`src/rtl/core_bus_arbiter_if.sv`:
```
// Bundle of the core fetch/data ports and the single memory channel seen by core_bus_arbiter.
// The slave modport is the arbiter's view; master is the core-plus-memory environment.
interface core_bus_arbiter_if #(
    parameter int ADDR_W = 64
);
    logic              ireq_valid;
    logic [ADDR_W-1:0] ireq_addr;
    logic              iresp_addr_ok;
    logic              iresp_data_ok;
    logic [31:0]       iresp_data;

    logic              dreq_valid;
    logic [ADDR_W-1:0] dreq_addr;
    logic [2:0]        dreq_size;
    logic [7:0]        dreq_strobe;
    logic [63:0]       dreq_data;
    logic              dresp_addr_ok;
    logic              dresp_data_ok;
    logic [63:0]       dresp_data;

    logic              mreq_valid;
    logic              mreq_write;
    logic [ADDR_W-1:0] mreq_addr;
    logic [2:0]        mreq_size;
    logic [7:0]        mreq_strobe;
    logic [63:0]       mreq_data;
    logic              mreq_ready;
    logic              mresp_valid;
    logic [63:0]       mresp_data;

    modport slave (
        input  ireq_valid, ireq_addr,
        input  dreq_valid, dreq_addr, dreq_size, dreq_strobe, dreq_data,
        input  mreq_ready, mresp_valid, mresp_data,
        output iresp_addr_ok, iresp_data_ok, iresp_data,
        output dresp_addr_ok, dresp_data_ok, dresp_data,
        output mreq_valid, mreq_write, mreq_addr, mreq_size, mreq_strobe, mreq_data
    );

    modport master (
        output ireq_valid, ireq_addr,
        output dreq_valid, dreq_addr, dreq_size, dreq_strobe, dreq_data,
        output mreq_ready, mresp_valid, mresp_data,
        input  iresp_addr_ok, iresp_data_ok, iresp_data,
        input  dresp_addr_ok, dresp_data_ok, dresp_data,
        input  mreq_valid, mreq_write, mreq_addr, mreq_size, mreq_strobe, mreq_data
    );
endinterface

```
`src/rtl/core_bus_arbiter.sv`:
```
// Arbitrates core fetch and data masters onto one single-outstanding memory channel.
// Data wins ties, but after MAX_D_STREAK data grants with a fetch waiting, fetch goes next.
module core_bus_arbiter #(
    parameter int MAX_D_STREAK = 4,
    parameter int ADDR_W       = 64
) (
    input  logic                clk,
    input  logic                reset,
    core_bus_arbiter_if.slave   bus
);
    typedef enum logic [1:0] {IDLE, REQ, WAIT, DONE} state_t;

    localparam int              STREAK_W   = $clog2(MAX_D_STREAK + 1);
    localparam logic [STREAK_W-1:0] STREAK_MAX = STREAK_W'(MAX_D_STREAK);
    localparam logic [2:0]      SIZE_4B    = 3'd2;

    state_t              state_q, state_d;
    logic                src_d_q, src_d_d;
    logic [ADDR_W-1:0]   addr_q, addr_d;
    logic [2:0]          size_q, size_d;
    logic [7:0]          strobe_q, strobe_d;
    logic [63:0]         wdata_q, wdata_d;
    logic [63:0]         rdata_q, rdata_d;
    logic [STREAK_W-1:0] streak_q, streak_d;

    logic grant_d;
    logic grant_i;

    assign grant_d = bus.dreq_valid && (!bus.ireq_valid || (streak_q < STREAK_MAX));
    assign grant_i = !grant_d && bus.ireq_valid;

    always_comb begin
        state_d  = state_q;
        src_d_d  = src_d_q;
        addr_d   = addr_q;
        size_d   = size_q;
        strobe_d = strobe_q;
        wdata_d  = wdata_q;
        rdata_d  = rdata_q;
        streak_d = streak_q;
        case (state_q)
            IDLE: begin
                if (grant_d) begin
                    src_d_d  = 1'b1;
                    addr_d   = bus.dreq_addr;
                    size_d   = bus.dreq_size;
                    strobe_d = bus.dreq_strobe;
                    wdata_d  = bus.dreq_data;
                    state_d  = REQ;
                    // The streak only matters while fetch is actually waiting.
                    if (bus.ireq_valid) begin
                        streak_d = (streak_q == STREAK_MAX) ? streak_q : streak_q + STREAK_W'(1);
                    end else begin
                        streak_d = '0;
                    end
                end else if (grant_i) begin
                    src_d_d  = 1'b0;
                    addr_d   = bus.ireq_addr;
                    size_d   = SIZE_4B;
                    strobe_d = 8'h00;
                    wdata_d  = 64'h0;
                    streak_d = '0;
                    state_d  = REQ;
                end
            end
            REQ: begin
                if (bus.mreq_ready) begin
                    state_d = WAIT;
                end
            end
            WAIT: begin
                if (bus.mresp_valid) begin
                    rdata_d = bus.mresp_data;
                    state_d = DONE;
                end
            end
            DONE: begin
                state_d = IDLE;
            end
            default: begin
                state_d = IDLE;
            end
        endcase
    end

    always_ff @(posedge clk) begin
        if (reset) begin
            state_q  <= IDLE;
            src_d_q  <= 1'b0;
            addr_q   <= '0;
            size_q   <= '0;
            strobe_q <= '0;
            wdata_q  <= '0;
            rdata_q  <= '0;
            streak_q <= '0;
        end else begin
            state_q  <= state_d;
            src_d_q  <= src_d_d;
            addr_q   <= addr_d;
            size_q   <= size_d;
            strobe_q <= strobe_d;
            wdata_q  <= wdata_d;
            rdata_q  <= rdata_d;
            streak_q <= streak_d;
        end
    end

    // The memory channel is fed purely from the latched copy, so masters may change inputs freely.
    assign bus.mreq_valid  = (state_q == REQ);
    assign bus.mreq_write  = |strobe_q;
    assign bus.mreq_addr   = addr_q;
    assign bus.mreq_size   = size_q;
    assign bus.mreq_strobe = strobe_q;
    assign bus.mreq_data   = wdata_q;

    assign bus.iresp_addr_ok = (state_q == REQ) && bus.mreq_ready && !src_d_q;
    assign bus.dresp_addr_ok = (state_q == REQ) && bus.mreq_ready &&  src_d_q;
    assign bus.iresp_data_ok = (state_q == DONE) && !src_d_q;
    assign bus.dresp_data_ok = (state_q == DONE) &&  src_d_q;

    assign bus.iresp_data = addr_q[2] ? rdata_q[63:32] : rdata_q[31:0];
    assign bus.dresp_data = rdata_q;
endmodule
```
`src/flat_wrapper.sv`:
```
// flat-port wrapper written by rule: the top's interface ports become plain ports
module core_bus_arbiter_flat 
#(
    parameter int MAX_D_STREAK = 4,
    parameter int ADDR_W       = 64
)
  (clk, reset, bus_ireq_valid, bus_ireq_addr, bus_dreq_valid, bus_dreq_addr, bus_dreq_size, bus_dreq_strobe, bus_dreq_data, bus_mreq_ready, bus_mresp_valid, bus_mresp_data, bus_iresp_addr_ok, bus_iresp_data_ok, bus_iresp_data, bus_dresp_addr_ok, bus_dresp_data_ok, bus_dresp_data, bus_mreq_valid, bus_mreq_write, bus_mreq_addr, bus_mreq_size, bus_mreq_strobe, bus_mreq_data);
  core_bus_arbiter_if #(.ADDR_W(ADDR_W)) bus_i ();
  input  logic clk;
  input  logic reset;
  input wire logic [$bits(bus_i.ireq_valid)-1:0] bus_ireq_valid;
  input wire logic [$bits(bus_i.ireq_addr)-1:0] bus_ireq_addr;
  input wire logic [$bits(bus_i.dreq_valid)-1:0] bus_dreq_valid;
  input wire logic [$bits(bus_i.dreq_addr)-1:0] bus_dreq_addr;
  input wire logic [$bits(bus_i.dreq_size)-1:0] bus_dreq_size;
  input wire logic [$bits(bus_i.dreq_strobe)-1:0] bus_dreq_strobe;
  input wire logic [$bits(bus_i.dreq_data)-1:0] bus_dreq_data;
  input wire logic [$bits(bus_i.mreq_ready)-1:0] bus_mreq_ready;
  input wire logic [$bits(bus_i.mresp_valid)-1:0] bus_mresp_valid;
  input wire logic [$bits(bus_i.mresp_data)-1:0] bus_mresp_data;
  output wire logic [$bits(bus_i.iresp_addr_ok)-1:0] bus_iresp_addr_ok;
  output wire logic [$bits(bus_i.iresp_data_ok)-1:0] bus_iresp_data_ok;
  output wire logic [$bits(bus_i.iresp_data)-1:0] bus_iresp_data;
  output wire logic [$bits(bus_i.dresp_addr_ok)-1:0] bus_dresp_addr_ok;
  output wire logic [$bits(bus_i.dresp_data_ok)-1:0] bus_dresp_data_ok;
  output wire logic [$bits(bus_i.dresp_data)-1:0] bus_dresp_data;
  output wire logic [$bits(bus_i.mreq_valid)-1:0] bus_mreq_valid;
  output wire logic [$bits(bus_i.mreq_write)-1:0] bus_mreq_write;
  output wire logic [$bits(bus_i.mreq_addr)-1:0] bus_mreq_addr;
  output wire logic [$bits(bus_i.mreq_size)-1:0] bus_mreq_size;
  output wire logic [$bits(bus_i.mreq_strobe)-1:0] bus_mreq_strobe;
  output wire logic [$bits(bus_i.mreq_data)-1:0] bus_mreq_data;
  assign bus_i.ireq_valid = bus_ireq_valid;
  assign bus_i.ireq_addr = bus_ireq_addr;
  assign bus_i.dreq_valid = bus_dreq_valid;
  assign bus_i.dreq_addr = bus_dreq_addr;
  assign bus_i.dreq_size = bus_dreq_size;
  assign bus_i.dreq_strobe = bus_dreq_strobe;
  assign bus_i.dreq_data = bus_dreq_data;
  assign bus_i.mreq_ready = bus_mreq_ready;
  assign bus_i.mresp_valid = bus_mresp_valid;
  assign bus_i.mresp_data = bus_mresp_data;
  assign bus_iresp_addr_ok = bus_i.iresp_addr_ok;
  assign bus_iresp_data_ok = bus_i.iresp_data_ok;
  assign bus_iresp_data = bus_i.iresp_data;
  assign bus_dresp_addr_ok = bus_i.dresp_addr_ok;
  assign bus_dresp_data_ok = bus_i.dresp_data_ok;
  assign bus_dresp_data = bus_i.dresp_data;
  assign bus_mreq_valid = bus_i.mreq_valid;
  assign bus_mreq_write = bus_i.mreq_write;
  assign bus_mreq_addr = bus_i.mreq_addr;
  assign bus_mreq_size = bus_i.mreq_size;
  assign bus_mreq_strobe = bus_i.mreq_strobe;
  assign bus_mreq_data = bus_i.mreq_data;
  core_bus_arbiter #(.MAX_D_STREAK(MAX_D_STREAK), .ADDR_W(ADDR_W)) u_core (.clk(clk), .reset(reset), .bus(bus_i));
endmodule
```
`config.mk`:
```
export PLATFORM = sky130hd
export DESIGN_NAME = core_bus_arbiter_flat
export DESIGN_NICKNAME = d
export VERILOG_FILES = /design/src/rtl/core_bus_arbiter_if.sv /design/src/rtl/core_bus_arbiter.sv /design/src/flat_wrapper.sv
export SDC_FILE = /design/constraint.sdc
export NUM_CORES = 1
export LEC_CHECK = 0
export ABC_CLOCK_PERIOD_IN_PS = 1830
export CAP_MARGIN = 20
export CORE_AREA = 2 2 201 203
export CTS_CLUSTER_SIZE = 12
export DETAILED_ROUTE_END_ITERATION = 16
export DIE_AREA = 0 0 203 205
export MAX_ROUTING_LAYER = met4
export PLACE_DENSITY = 0.48
export SETUP_SLACK_MARGIN = 0.5
export SLEW_MARGIN = 20
export SYNTH_ARGS = -nofsm -noshare
export SYNTH_HDL_FRONTEND = slang
export SYNTH_SLANG_ARGS = --single-unit
```
`constraint.sdc`:
```
create_clock -name clk -period 1.83 [get_ports clk]
set_input_delay 0.549 -clock clk [delete_from_list [all_inputs] [get_ports clk]]
set_output_delay 0.549 -clock clk [all_outputs]
set_load 0.05 [all_outputs]
```
==> impl_metrics.tcl, run 1 <==
set metrics [dict create \
    use_met3_pct 4.36 \
    cp-startpoint "u_core.bus.mreq_addr[2]" \
    htree_levels 1 \
    critPathSlowestCell "dfxtp_4" \
    track_usage_pct 17.4 \
    ys_types 30 \
    boundaryPins 514 \
    netlist_top_cells_area "dfxtp_1 (53%), nand2_1 (9.2%), a22o_1 (8.1%)" \
    holdWs_ps 279 \
    finalHoldViolations 0 \
    synth_most_common_cell "dfxtp_1" \
    timing.fmax_ghz 0.457 \
    syn_area_sq_um 7960 \
    critPathKind "reg2out" \
    vdd_ir_drop_max_uv 1450 \
    syn_inst 887 \
    cp-end-kind "output port" \
    violations "setup timing" \
    max-cap-violations 0 \
    avgSynthCellArea_sq_um 8.98 \
    drt-initial-drc-count 346 \
    synth_edf_count 0 \
    crit_top_cell "buf_12" \
    worst-endpoint-arrival_ps 1640 \
    hpwl_mm 25.4 \
    path_delay_family "flip-flops" \
    hold_class "in2reg" \
    met1_usage_pct 20.7 \
    crit_fanout 11 \
    rr_worst_depth 9 \
    die_area_sq_um 41600 \
    synth-async-reset-ratio_pct 0 \
    worstSetupStartpointType "register" \
    crit_chain "buf_12, mux2_4, buf_12" \
    power_density_nw_per_um2 1490 \
    drc 0 \
    hold_buffers 0 \
    grtUsageMet2_pct 29.2 \
    crit_buf_inv 2 \
    holdCritStartpoint "reset" \
    cts_tree "built" \
    start_util_pct 20.2 \
    yosysTopAreaCell "dfxtp_1" \
    slew-limit-headroom_pct 68.2 \
    rsz0062_at_grt "yes" \
    antenna_found_initial 0 \
    whs_path_depth 2 \
    first_pass_iters 4 \
    rr_endpoint "u_core.bus.dresp_data[21]" \
    gp_routability_congestion 0.820 \
    vias 9204 \
    reg2reg_slack_ps 100 \
    clock_sinks 209 \
    setup_viol 39 \
    leakagePower_nw 7.80 \
    fin_crit_sh_pct 120 \
    grt-ovfl-total 0 \
    num_antenna_cells 0 \
    grt_pass1_vias 8926 \
    drt-total-wl_mm 41.5 \
    finalNetCount 1772 \
    grt_max_degree 60 \
    outcome "finished, violations left" \
    min_period_ps 2190 \
    top_usage_layer "met2" \
    clock_skew_ps 18.6 \
    synth_common_cells "dfxtp_1 (209), nand2_1 (195), a21oi_1 (129)" \
    numCtsBuffers 26 \
    fp-row-count 73 \
    ys_warn_count 0 \
    ys_ff_latch 209 \
    grt_pass1_wl_mm 54.5 \
    drv_slew 0 \
    port-buffer-count 513 \
    die_w_microns 203 \
    syn-num-nets 1166 \
    viasPerCell 4.52 \
    ys.flop_type "dfxtp_1" \
    wire_per_inst_microns 20.4 \
    clk_pin_slew_ps 60 \
    stdcell_area_sq_um 19700 \
    max_stage_delay_ps 440 \
    area_growth_pct 147 \
    hold_end "u_core.streak_q[1]" \
    cts-root-buf "clkbuf_16" \
    drive_above_1_share_pct 56.7 \
    worstSkewPairLatency_ps 540 \
    worstPathRequired_ps 1280 \
    die_h_microns 205 \
    ant_nets 0 \
    place_area_sq_um 14300 \
    fin_ws_ps -357 \
    yosysTopAreaCellShare_pct 52.5 \
    ctsLongestPathBuffers 3 \
    worst_pin_slew_ps 477 \
    ys_seq_area_share_pct 52.5 \
    r2r_start "u_core.state_q[0]" \
    core_sq_um 39400 \
    nFillCells 3482 \
]
## per-stage QoR
step | cells | worst slack [ps] | TNS [ps] | util, % | power [W]
6_report | 2036 | -357 | -11620 | 50.0 | 0.0293
5_1_grt | 2036 | -387 | -13050 | 50.0 | 0.0304
4_1_cts | 1969 | -379 | -12540 | 44.4 | 0.0258
3_5_place_dp | 1885 | -426 | -51560 | 36.3 | 0.0174
3_3_place_gp | 1885 | -402 | -50100 | 36.3 | 0.0174
2_1_floorplan | 887 | 138 | 0 | - | 0.0134
## registers in the layout (all words and copies together) (netlist names)
signal,cells
u_core.bus.mreq_addr,64
u_core.src_d_q,1
u_core.bus.dresp_data,64
u_core.state_q,2
u_core.bus.mreq_size,3
u_core.bus.mreq_data,64
u_core.streak_q,3
u_core.bus.mreq_strobe,8
## worst max path at each step
stage	endpoint	slack, ps	cells after the start
6_report	bus_iresp_data[1]	-360	3
4_1_cts	bus_iresp_data[9]	-380	3
2_1_floorplan	bus_iresp_data[0]	140	3
3_5_place_dp	u_core.bus.mreq_addr[2]	-430	6
3_3_place_gp	u_core.bus.mreq_size[1]	-400	6
5_1_grt	bus_iresp_data[18]	-390	3
## timing repair
item / in CTS / in global routing
setup buffers: 22 / 38
cloned: 16 / 29
pin swaps: 40 / 152
endpoints found under the setup margin: 450 / 450
gates resized for setup: 599 / 334
## where the power goes
group	internal, W	switching, W	total [W]
clock	0.00307	0.00209	0.00516
combinational	0.00836	0.00872	0.0171
sequential	0.00586	0.00116	0.00702
total	0.0173	0.0120	0.0293
## metal layers
| layer | vias to the layer above | share of wire, % |
|---|---|---|
| met3 | 55 | 7.2 |
| met2 | 381 | 50 |
| met1 | 4429 | 40 |
| li1 | 4339 | - |
| met5 | - | 0 |
| met4 | 0 | 2.4 |
## kinds of logic (layout without fill, tap and decap cells)
kind of cell	after synthesis	after routing	synth area share, %
DFF	209	209	52.5
buffers and inverters	82	705	4.81
muxes	33	33	4.65
and+or+nand+nor	279	279	13.6
AOI/OAI and AO/OA	278	279	23.4
adders and majority gates	6	6	0.943
## final cells by class
type	instances	area (sq um)	share of cell area (%)
clock buffer	37	773	3.93
clock inverter	9	83.8	0.426
inverter	6	32.5	0.165
multi-input combinational	597	4670	23.7
sequential	209	4610	23.4
tap	525	657	3.34
timing repair buffer	653	8870	45.0
## placed cells by master, fill, tap and decap left out, types with 11 or more instances in the layout
| cell type | n |
|---|---|
| dfxtp_2 | 140 |
| buf_6 | 32 |
| nor2_4 | 27 |
| nand2_1 | 171 |
| buf_16 | 11 |
| mux2_4 | 32 |
| a21oi_4 | 13 |
| buf_4 | 40 |
| nand2_4 | 23 |
| a21oi_2 | 47 |
| buf_8 | 188 |
| nor2_1 | 33 |
| a211oi_1 | 15 |
| a21oi_1 | 69 |
| clkbuf_16 | 50 |
| dfxtp_4 | 66 |
| buf_12 | 85 |
| clkdlybuf4s50_1 | 269 |
| a22o_1 | 74 |
| a211oi_2 | 49 |
| nor2_2 | 11 |
Note: power is estimated with default switching activity, not from simulation.
==> inputs of run 2 (changes only) <==
--- a/config.mk
+++ b/config.mk
@@ -13,6 +13,7 @@
 export DIE_AREA = 0 0 203 205
 export MAX_ROUTING_LAYER = met4
 export PLACE_DENSITY = 0.48
+export RECOVER_POWER = 50
 export SETUP_SLACK_MARGIN = 0.5
 export SLEW_MARGIN = 20
 export SYNTH_ARGS = -nofsm -noshare
==> impl_metrics.tcl, run 2 (same netlist as run 1, synthesis figures left out) <==
set metrics [dict create \
    start_util_pct 20.2 \
    track_usage_pct 17.4 \
    drive_above_1_share_pct 55.8 \
    critPathKind "reg2out" \
    worstSetupStartpointType "register" \
    drt-initial-drc-count 329 \
    final_common_cell "clkdlybuf4s50_1" \
    die_h_microns 205 \
    fin_crit_sh_pct 119 \
    slew-limit-headroom_pct 68.0 \
    clock_sinks 209 \
    clk_pin_slew_ps 60 \
    grt_pass1_wl_mm 54.5 \
    critPathSlowestCell "dfxtp_4" \
    viasPerCell 4.52 \
    worst-endpoint-arrival_ps 1630 \
    drt-met1-wl_mm 17.0 \
    rsz0062_at_grt "yes" \
    grt_max_degree 60 \
    highest_layer "met4" \
    dr_wl_met3_mm 2.86 \
    cp-end-kind "output port" \
    ctsLongestPathBuffers 3 \
    boundaryPins 514 \
    port-buffer-count 513 \
    area_growth_pct 123 \
    crit_fanout 11 \
    core_sq_um 39400 \
    first_pass_iters 4 \
    fin_ws_ps -348 \
    ant_nets 0 \
    timing.fmax_ghz 0.459 \
    path_delay_family "flip-flops" \
    cts-root-buf "clkbuf_16" \
    setup_tns_ps -16690 \
    leakagePower_nw 7.29 \
    wl_met2_mm 20.5 \
    crit_buf_inv 2 \
    power_density_nw_per_um2 1520 \
    drt-total-wl_mm 41.5 \
    numCtsBuffers 26 \
    finalHoldViolations 0 \
    htree_levels 1 \
    wire_per_inst_microns 20.4 \
    worst_pin_slew_ps 480 \
    die_w_microns 203 \
    outcome "finished, violations left" \
    hpwl_mm 25.4 \
    drv_slew 0 \
    finalNetCount 1772 \
    final_cell_mix "clkdlybuf4s50_1 (269), nand2_1 (171), clkbuf_2 (161)" \
    violations "setup timing" \
    hold_class "in2reg" \
    cts_tree "built" \
    clock_skew_ps 18.9 \
    antenna_found_initial 0 \
    hold_buffers 0 \
    stdcell_area_sq_um 17800 \
    crit_chain "buf_12, mux2_4, buf_12" \
    grt_pass1_vias 8926 \
    grt-ovfl-total 0 \
    setup_viol 140 \
    gp_routability_congestion 0.820 \
    vdd_ir_drop_max_uv 1330 \
    num_antenna_cells 0 \
    min_period_ps 2180 \
    max_stage_delay_ps 430 \
    drc 0 \
    place_area_sq_um 14300 \
    crit_top_cell "buf_12" \
    worstPathRequired_ps 1280 \
    fp-row-count 73 \
    max-cap-violations 0 \
    die_area_sq_um 41600 \
    vias 9193 \
    worstSkewPairLatency_ps 540 \
    dp_slack_ps -426 \
]
==> run 2: cell types whose count changed in the layout (fill, tap and decap cells not counted), sizes merged <==
cell    before  now
buf        356  189
clkbuf      60  227
==> run 2: power breakdown <==
part	leakage (nW)	total (W)	switching (W)	internal, W
clock	0.425	0.00516	0.00209	0.00307
combinational	5.06	0.0153	0.00869	0.00659
sequential	1.81	0.00664	0.000826	0.00582
total	7.29	0.0271	0.0116	0.0155
==> run 2: layer usage <==
layer | vias to the layer above | track usage, %
met5 | - | -
met4 | 0 | 4.87
met3 | 59 | 4.36
met2 | 375 | 29.2
met1 | 4416 | 20.7
li1 | 4343 | -
==> run 2: worst paths after layout <==
| path | from | endpoint | slack, ps | cells after the start |
|---|---|---|---|---|
| setup / recovery | u_core.bus.mreq_addr[2] | bus_iresp_data[1] | -350 | 3 |
| hold / removal | reset | u_core.streak_q[1] | 280 | 2 |
| setup reg to reg | u_core.state_q[0] | u_core.bus.mreq_addr[51] | -110 | 9 |
| hold reg to reg | u_core.bus.mreq_data[42] | u_core.bus.mreq_data[42] | 460 | 1 |
==> run 2: through the flow <==
stage	utilization (%)	total power [W]	hold WS, ps	instances
2_1_floorplan	-	0.0134	504	887
3_3_place_gp	36.3	0.0174	458	1885
3_5_place_dp	36.3	0.0174	459	1885
4_1_cts	44.4	0.0258	252	1969
5_1_grt	45.1	0.0282	271	2036
6_report	45.1	0.0271	280	2036
==> run 2: timing repair <==
action | in CTS | in global routing
cloned | 16 | 29
buffers inserted | 22 | 38
pin swaps | 40 | 152
gates resized for setup | 599 | 334
setup endpoints to repair | 450 | 450
endpoints found under the hold margin | 0 | 0
==> run 2: layout make-up <==
cell class	count	area, sq um
Clock buffer	37	773
Clock inverter	9	83.8
Fill cell	3691	21600
Inverter	6	32.5
Multi-Input combinational cell	597	4650
Sequential cell	209	4570
Tap cell	525	657
Timing Repair Buffer	653	7000
==> inputs of run 3 (changes only) <==
--- a/config.mk
+++ b/config.mk
@@ -11,6 +11,7 @@
 export CTS_CLUSTER_SIZE = 12
 export DETAILED_ROUTE_END_ITERATION = 16
 export DIE_AREA = 0 0 203 205
+export GPL_ROUTABILITY_DRIVEN = 0
 export MAX_ROUTING_LAYER = met4
 export PLACE_DENSITY = 0.48
 export RECOVER_POWER = 50
==> results of run 3 <==
Final layout, timing and power as in run 2 (identical DEF).
